`src/rtl/dmem_arbiter.sv`:
```
// dmem_arbiter: two-master arbiter and sequencer in front of the single-port
// data memory (one-cycle registered read, byte-masked write).
// M0 = CPU load/store unit, M1 = DMA/debug loader.
// Optional macro DMEM_ARB_RR_EN: round-robin arbitration in IDLE; when it is
// undefined, M0 always wins a contested IDLE cycle and no pointer exists.
//
// state | meaning
// ------+------------------------------------------
// IDLE  | either master may be granted
// OWN0  | M0 holds the lock, only M0 eligible
// OWN1  | M1 holds the lock, only M1 eligible
module dmem_arbiter #(
  parameter int SIZE     = 4096,
  parameter int LOCK_MAX = 16
) (
  input  logic        clk,
  input  logic        rst,
  input  logic        m0_req,
  input  logic        m0_we,
  input  logic [31:0] m0_addr,
  input  logic [31:0] m0_wdata,
  input  logic [3:0]  m0_mask,
  input  logic        m0_lock,
  output logic        m0_gnt,
  output logic        m0_resp,
  output logic [31:0] m0_rdata,
  output logic        m0_err,
  input  logic        m1_req,
  input  logic        m1_we,
  input  logic [31:0] m1_addr,
  input  logic [31:0] m1_wdata,
  input  logic [3:0]  m1_mask,
  input  logic        m1_lock,
  output logic        m1_gnt,
  output logic        m1_resp,
  output logic [31:0] m1_rdata,
  output logic        m1_err,
  output logic [31:0] mem_addr,
  output logic [31:0] mem_sdata,
  output logic        mem_lenable,
  output logic [3:0]  mem_mask,
  input  logic [31:0] mem_ldata
);

  localparam int               CNT_W    = (LOCK_MAX > 2) ? $clog2(LOCK_MAX) : 1;
  // Release fires in the cycle the counter would step to LOCK_MAX-1, so the
  // locked grant cycle plus the OWN cycles never exceed LOCK_MAX.
  localparam logic [CNT_W-1:0] CNT_LAST = CNT_W'(LOCK_MAX - 2);
  localparam logic [31:0]      SIZE_W   = 32'(SIZE);

  typedef enum logic [1:0] {
    IDLE = 2'd0,
    OWN0 = 2'd1,
    OWN1 = 2'd2
  } state_e;

  state_e           state_q, state_d;
  logic [CNT_W-1:0] cnt_q, cnt_d;
  logic             resp0_q, resp0_d;
  logic             resp1_q, resp1_d;
  logic             err_q, err_d;
  logic             ld_q, ld_d;
`ifdef DMEM_ARB_RR_EN
  logic             ptr_q, ptr_d;
`endif

  logic        gnt0, gnt1;
  logic        g_any, g_we, g_oor;
  logic [31:0] g_addr, g_wdata;
  logic [3:0]  g_mask;
  logic        oor0, oor1;

  assign oor0 = {2'b00, m0_addr[31:2]} >= SIZE_W;
  assign oor1 = {2'b00, m1_addr[31:2]} >= SIZE_W;

  // State, lock counter, pointer and response pipeline registers.
  always_ff @(posedge clk) begin
    if (rst) begin
      state_q <= IDLE;
      cnt_q   <= '0;
      resp0_q <= 1'b0;
      resp1_q <= 1'b0;
      err_q   <= 1'b0;
      ld_q    <= 1'b0;
`ifdef DMEM_ARB_RR_EN
      ptr_q   <= 1'b0;
`endif
    end else begin
      state_q <= state_d;
      cnt_q   <= cnt_d;
      resp0_q <= resp0_d;
      resp1_q <= resp1_d;
      err_q   <= err_d;
      ld_q    <= ld_d;
`ifdef DMEM_ARB_RR_EN
      ptr_q   <= ptr_d;
`endif
    end
  end

  // Next state and lock counter.
  always_comb begin
    state_d = state_q;
    cnt_d   = '0;
    case (state_q)
      IDLE: begin
        if (gnt0 && m0_lock)      state_d = OWN0;
        else if (gnt1 && m1_lock) state_d = OWN1;
      end
      // The owner is always granted when it requests, so lock = 0 releases
      // both on a final transaction and when the owner has gone quiet.
      OWN0: begin
        if (!m0_lock || cnt_q == CNT_LAST) state_d = IDLE;
        else                               cnt_d   = cnt_q + CNT_W'(1);
      end
      OWN1: begin
        if (!m1_lock || cnt_q == CNT_LAST) state_d = IDLE;
        else                               cnt_d   = cnt_q + CNT_W'(1);
      end
      default: state_d = IDLE;
    endcase
  end

  // Grant decode: owner only while locked, arbitration in IDLE, none in reset.
  always_comb begin
    gnt0 = 1'b0;
    gnt1 = 1'b0;
    case (state_q)
      OWN0: gnt0 = m0_req;
      OWN1: gnt1 = m1_req;
      default: begin
`ifdef DMEM_ARB_RR_EN
        if (m0_req && m1_req) begin
          gnt0 = !ptr_q;
          gnt1 = ptr_q;
        end else begin
          gnt0 = m0_req;
          gnt1 = m1_req;
        end
`else
        gnt0 = m0_req;
        gnt1 = m1_req && !m0_req;
`endif
      end
    endcase
    if (rst) begin
      gnt0 = 1'b0;
      gnt1 = 1'b0;
    end
  end

`ifdef DMEM_ARB_RR_EN
  // Any IDLE grant hands preference to the other master.
  always_comb begin
    ptr_d = ptr_q;
    if (state_q == IDLE) begin
      if (gnt0)      ptr_d = 1'b1;
      else if (gnt1) ptr_d = 1'b0;
    end
  end
`endif

  // Winner mux to the memory port and capture of the response attributes.
  always_comb begin
    g_any       = gnt0 | gnt1;
    g_we        = gnt1 ? m1_we    : m0_we;
    g_addr      = gnt1 ? m1_addr  : m0_addr;
    g_wdata     = gnt1 ? m1_wdata : m0_wdata;
    g_mask      = gnt1 ? m1_mask  : m0_mask;
    g_oor       = gnt1 ? oor1     : oor0;
    mem_addr    = g_any ? g_addr  : '0;
    mem_sdata   = g_any ? g_wdata : '0;
    mem_lenable = g_any && !g_we && !g_oor;
    mem_mask    = (g_any && g_we && !g_oor) ? g_mask : 4'h0;
    resp0_d     = gnt0;
    resp1_d     = gnt1;
    err_d       = g_any && g_oor;
    ld_d        = g_any && !g_we && !g_oor;
  end

  assign m0_gnt   = gnt0;
  assign m1_gnt   = gnt1;
  assign m0_resp  = resp0_q;
  assign m1_resp  = resp1_q;
  assign m0_err   = resp0_q & err_q;
  assign m1_err   = resp1_q & err_q;
  assign m0_rdata = (resp0_q && ld_q) ? mem_ldata : 32'h0;
  assign m1_rdata = (resp1_q && ld_q) ? mem_ldata : 32'h0;

endmodule
```
`config.mk`:
```
export PLATFORM = sky130hd
export DESIGN_NAME = dmem_arbiter
export DESIGN_NICKNAME = d
export VERILOG_FILES = /design/src/rtl/dmem_arbiter.sv
export SDC_FILE = /design/constraint.sdc
export NUM_CORES = 1
export LEC_CHECK = 0
export ABC_AREA = 1
export ABC_CLOCK_PERIOD_IN_PS = 1980
export CORE_AREA = 2 2 121 123
export DETAILED_ROUTE_END_ITERATION = 10
export DIE_AREA = 0 0 123 125
export PLACE_DENSITY_LB_ADDON = 0.12
export SETUP_SLACK_MARGIN = 0.3
export SLEW_MARGIN = 20
export SYNTH_ARGS = -nofsm -noshare
export SYNTH_HDL_FRONTEND = slang
export SYNTH_SLANG_ARGS = --single-unit
```
`constraint.sdc`:
```
create_clock -name clk -period 1.98 [get_ports clk]
set_clock_uncertainty 0.2 [all_clocks]
set_input_delay 0.396 -clock clk [delete_from_list [all_inputs] [get_ports clk]]
set_output_delay 0.396 -clock clk [all_outputs]
set_load 0.03 [all_outputs]
```
==> results.py <==
metrics = {
    "run_status": {
        "outcome": "complete, but fails checks",
        "violations": "negative setup slack",
    },
    "floorplan": {
        "chipHeight_um": 125,
        "coreArea_mm2": 0.0142,
        "initial_core_util_pct": 12.9,
        "io_pins": 315,
        "die_area_mm2": 0.0154,
        "fp.dieW_um": 123,
        "rows": 44,
    },
    "clock_network": {
        "cts_hold_buf": 0,
        "cts.path.max_buffers": 2,
        "h-tree-depth": 1,
        "numCtsBuffers": 3,
        "clock-sinks": 10,
        "cts_tree": "yes",
        "worstSkewPairLatency_ps": 230,
        "cts-root-buf": "clkbuf_16",
        "clk_pin_slew_ps": 40,
    },
    "pwr": {
        "cell_internal_pwr_mw": 1.31,
        "ir_drop_mv": 0.396,
        "leakage_nw": 3.53,
        "swShare_pct": 36.2,
        "netSwitchingPower_mw": 0.745,
        "pwr-share-clk_pct": 19.0,
        "pwr-share-seq_pct": 10.4,
        "combPwrFrac_pct": 70.6,
        "p_per_area_mw_per_mm2": 267,
    },
    "timing": {
        "min_period_ps": 2460,
        "hold_viol": 0,
        "max_slew_margin_pct": 79.1,
        "tightest_slew_ps": 315,
        "setup_viol": 71,
        "fmax_mhz": 407,
        "rsz0062_at_grt": "yes",
        "finalWorstSetupSlack_ps": -476,
        "finalCritPeriodShare_pct": 124,
        "drv_slew": 0,
    },
    "routing": {
        "avgViaCountPerCell": 4.14,
        "wl_per_cell_um": 16.1,
        "route.vias.total": 3712,
        "drtAntennaViolNets": 0,
        "route.detailed.drc": 0,
        "wl_um": 14400,
        "dr.pass1.iters": 4,
        "initialDrtViolationCount": 42,
    },
    "synthesis": {
        "synthTopCellsByArea": "a22o_1 (23%), nor2_1 (19%), inv_1 (12%)",
        "yosys_most_used_dff": "dfxtp_1",
        "seq_area_frac_synth_pct": 10.9,
        "syn_inst": 332,
        "yosysMostFrequentCell": "nor2_1",
        "synthTopCellsByCount": "nor2_1 (91), inv_1 (61), nand2_1 (51)",
        "async_flop_share_pct": 0,
        "synth_top_area_share_pct": 23.3,
        "syn_area_mm2": 0.00184,
        "synth_edf_count": 0,
        "synth_warnings": 0,
        "synthesis.nets": 513,
        "synth_cell_types": 23,
        "synth_top_cell_by_area": "a22o_1",
        "synth_seq_cells": 10,
        "postSynthAreaPerCell_um2": 5.54,
    },
    "critical_path": {
        "cp-start-kind": "register",
        "slowest_stage": "dfxtp_2",
        "rr_endpoint": "state_q[0]$_SDFFE_PP0P_",
        "critPathKind": "reg2out",
        "crit_family": "buffers and inverters",
        "worstPathCellList": "inv_2 > ha_4 > nand2_2 > inv_2 > nor2_4 > buf_6 > buf_12 > buf_12 > a22o_4 > buf_6",
        "timing.rr.start": "state_q[0]$_SDFFE_PP0P_",
        "path_buf_inv": 6,
        "critPathArrivalTime_ps": 1860,
        "cp.required_ps": 1380,
        "end_kind": "primary output",
        "r2r_setup_slack_ps": 60,
        "r2r_cells": 13,
        "slowest_delay_ps": 330,
        "critPathMaxFanout": 10,
    },
    "finish": {
        "diodes": 0,
        "drive_above_1_share_pct": 63.3,
        "fin_cells": 896,
        "layout.nets": 894,
        "syn2layout_area_growth_pct": 319,
    },
    "hold_path": {
        "holdPathEnd": "cnt_q[0]$_SDFF_PP0_",
        "min_path_type": "reg2reg",
        "min-delay-start": "cnt_q[0]$_SDFF_PP0_",
        "hold_depth": 1,
    },
    "global_routing": {
        "antenna_found_initial": 0,
        "grtUsageTotal_pct": 17.6,
        "grt_pass1_vias": 3943,
        "grt_first_pass_wirelength_um": 21100,
        "grt_max_degree": 18,
        "gr-total-overflow": 0,
    },
    "placed_design": {
        "portBuffers": 314,
        "globalplace.congestion": 0.790,
        "post-place-ws_ps": -580,
        "place_inst": 868,
        "hpwl_um": 11500,
    },
    "flow_run": {
        "max_cap_viol_count": 0,
    },
}
## cell usage in the layout (no fill, tap or decap), drive strengths merged
| master | netlist | layout |
|---|---|---|
| nand2 | 52 | 52 |
| a21oi | 4 | 4 |
| nand4 | 4 | 4 |
| ha | 5 | 5 |
| dfxtp | 10 | 10 |
| xnor2 | 1 | 1 |
| clkdlybuf4s50 | 0 | 140 |
| o21ai | 15 | 15 |
| a22o | 49 | 49 |
| nand3 | 11 | 11 |
| nor2 | 93 | 93 |
| o22ai | 1 | 1 |
| clkbuf | 7 | 6 |
| xor2 | 1 | 1 |
| dlygate4sd2 | 0 | 29 |
| bufbuf | 0 | 2 |
| buf | 13 | 214 |
| dlymetal6s2s | 0 | 8 |
| inv | 66 | 66 |
| clkdlybuf4s15 | 0 | 1 |
## worst max path at each step
stage	from	end	cells after the start
final	state_q[0]$_SDFFE_PP0P_	mem_sdata[24]	10
after global routing	state_q[0]$_SDFFE_PP0P_	mem_mask[2]	13
after CTS	state_q[0]$_SDFFE_PP0P_	mem_mask[2]	13
after detailed placement	rst	mem_sdata[30]	8
after global placement	rst	mem_sdata[26]	8
after floorplan	state_q[0]$_SDFFE_PP0P_	mem_mask[0]	10
## sequential cells by signal (all words and copies together), names as in the netlist
| register | cells |
|---|---|
| m0_resp | 1 |
| ld_q | 1 |
| err_q | 1 |
| cnt_q | 4 |
| m1_resp | 1 |
| state_q | 2 |
## cell type report
class	count	area (µm²)
multi-input cells	236	2550
clock buffers	4	88.8
repair buffers	396	4360
flip-flops and latches	10	214
inverters	66	260
fillers	1275	6500
well taps	184	230
## metal layers
layer | wire length (µm) | GRT usage, % | vias to the layer above | part of all wire [%]
met1 | 5110 | 18.3 | 1699 | 35
li1 | - | - | 1824 | -
met4 | 196 | 2.41 | 0 | 1.4
met5 | 0 | 0 | - | 0
met3 | 1240 | 4.24 | 12 | 8.6
met2 | 7850 | 35.3 | 177 | 55
## what timing repair did
| item | 4_1_cts | 5_1_grt |
|---|---|---|
| pin swaps | 44 | 43 |
| setup endpoints to repair | 143 | 140 |
| buffers inserted | 10 | 5 |
| gates cloned | 8 | 1 |
| gates resized for setup | 275 | 52 |
## logic make-up after synthesis
| group | share of synthesized area [%] |
|---|---|
| compound gates | 29.1 |
| xor+xnor | 0.953 |
| fa+ha+maj | 3.40 |
| buf+inv | 20.5 |
| flops | 10.9 |
| simple gates | 35.2 |
## power groups by stage
stage                     clock (mW)  combinational [mW]  sequential (mW)
after floorplan                    0               0.583            0.222
after global placement             0                1.24            0.217
after detailed placement           0                1.25            0.218
after CTS                      0.396                1.40            0.215
after global routing           0.412                1.53            0.215
final                          0.390                1.45            0.214
## through the flow
step	power [mW]	hold slack, ps	utilization (%)	instance area (µm²)	TNS, ps
after detailed placement	1.47	256	44.1	6270	-37020
after global routing	2.16	296	54.2	7700	-34820
after global placement	1.46	244	44.1	6270	-36300
after floorplan	0.805	230	-	2800	-2920
final	2.06	260	54.2	7700	-29610
after CTS	2.01	266	52.3	7430	-32290
(Power assumes the default switching activity.)
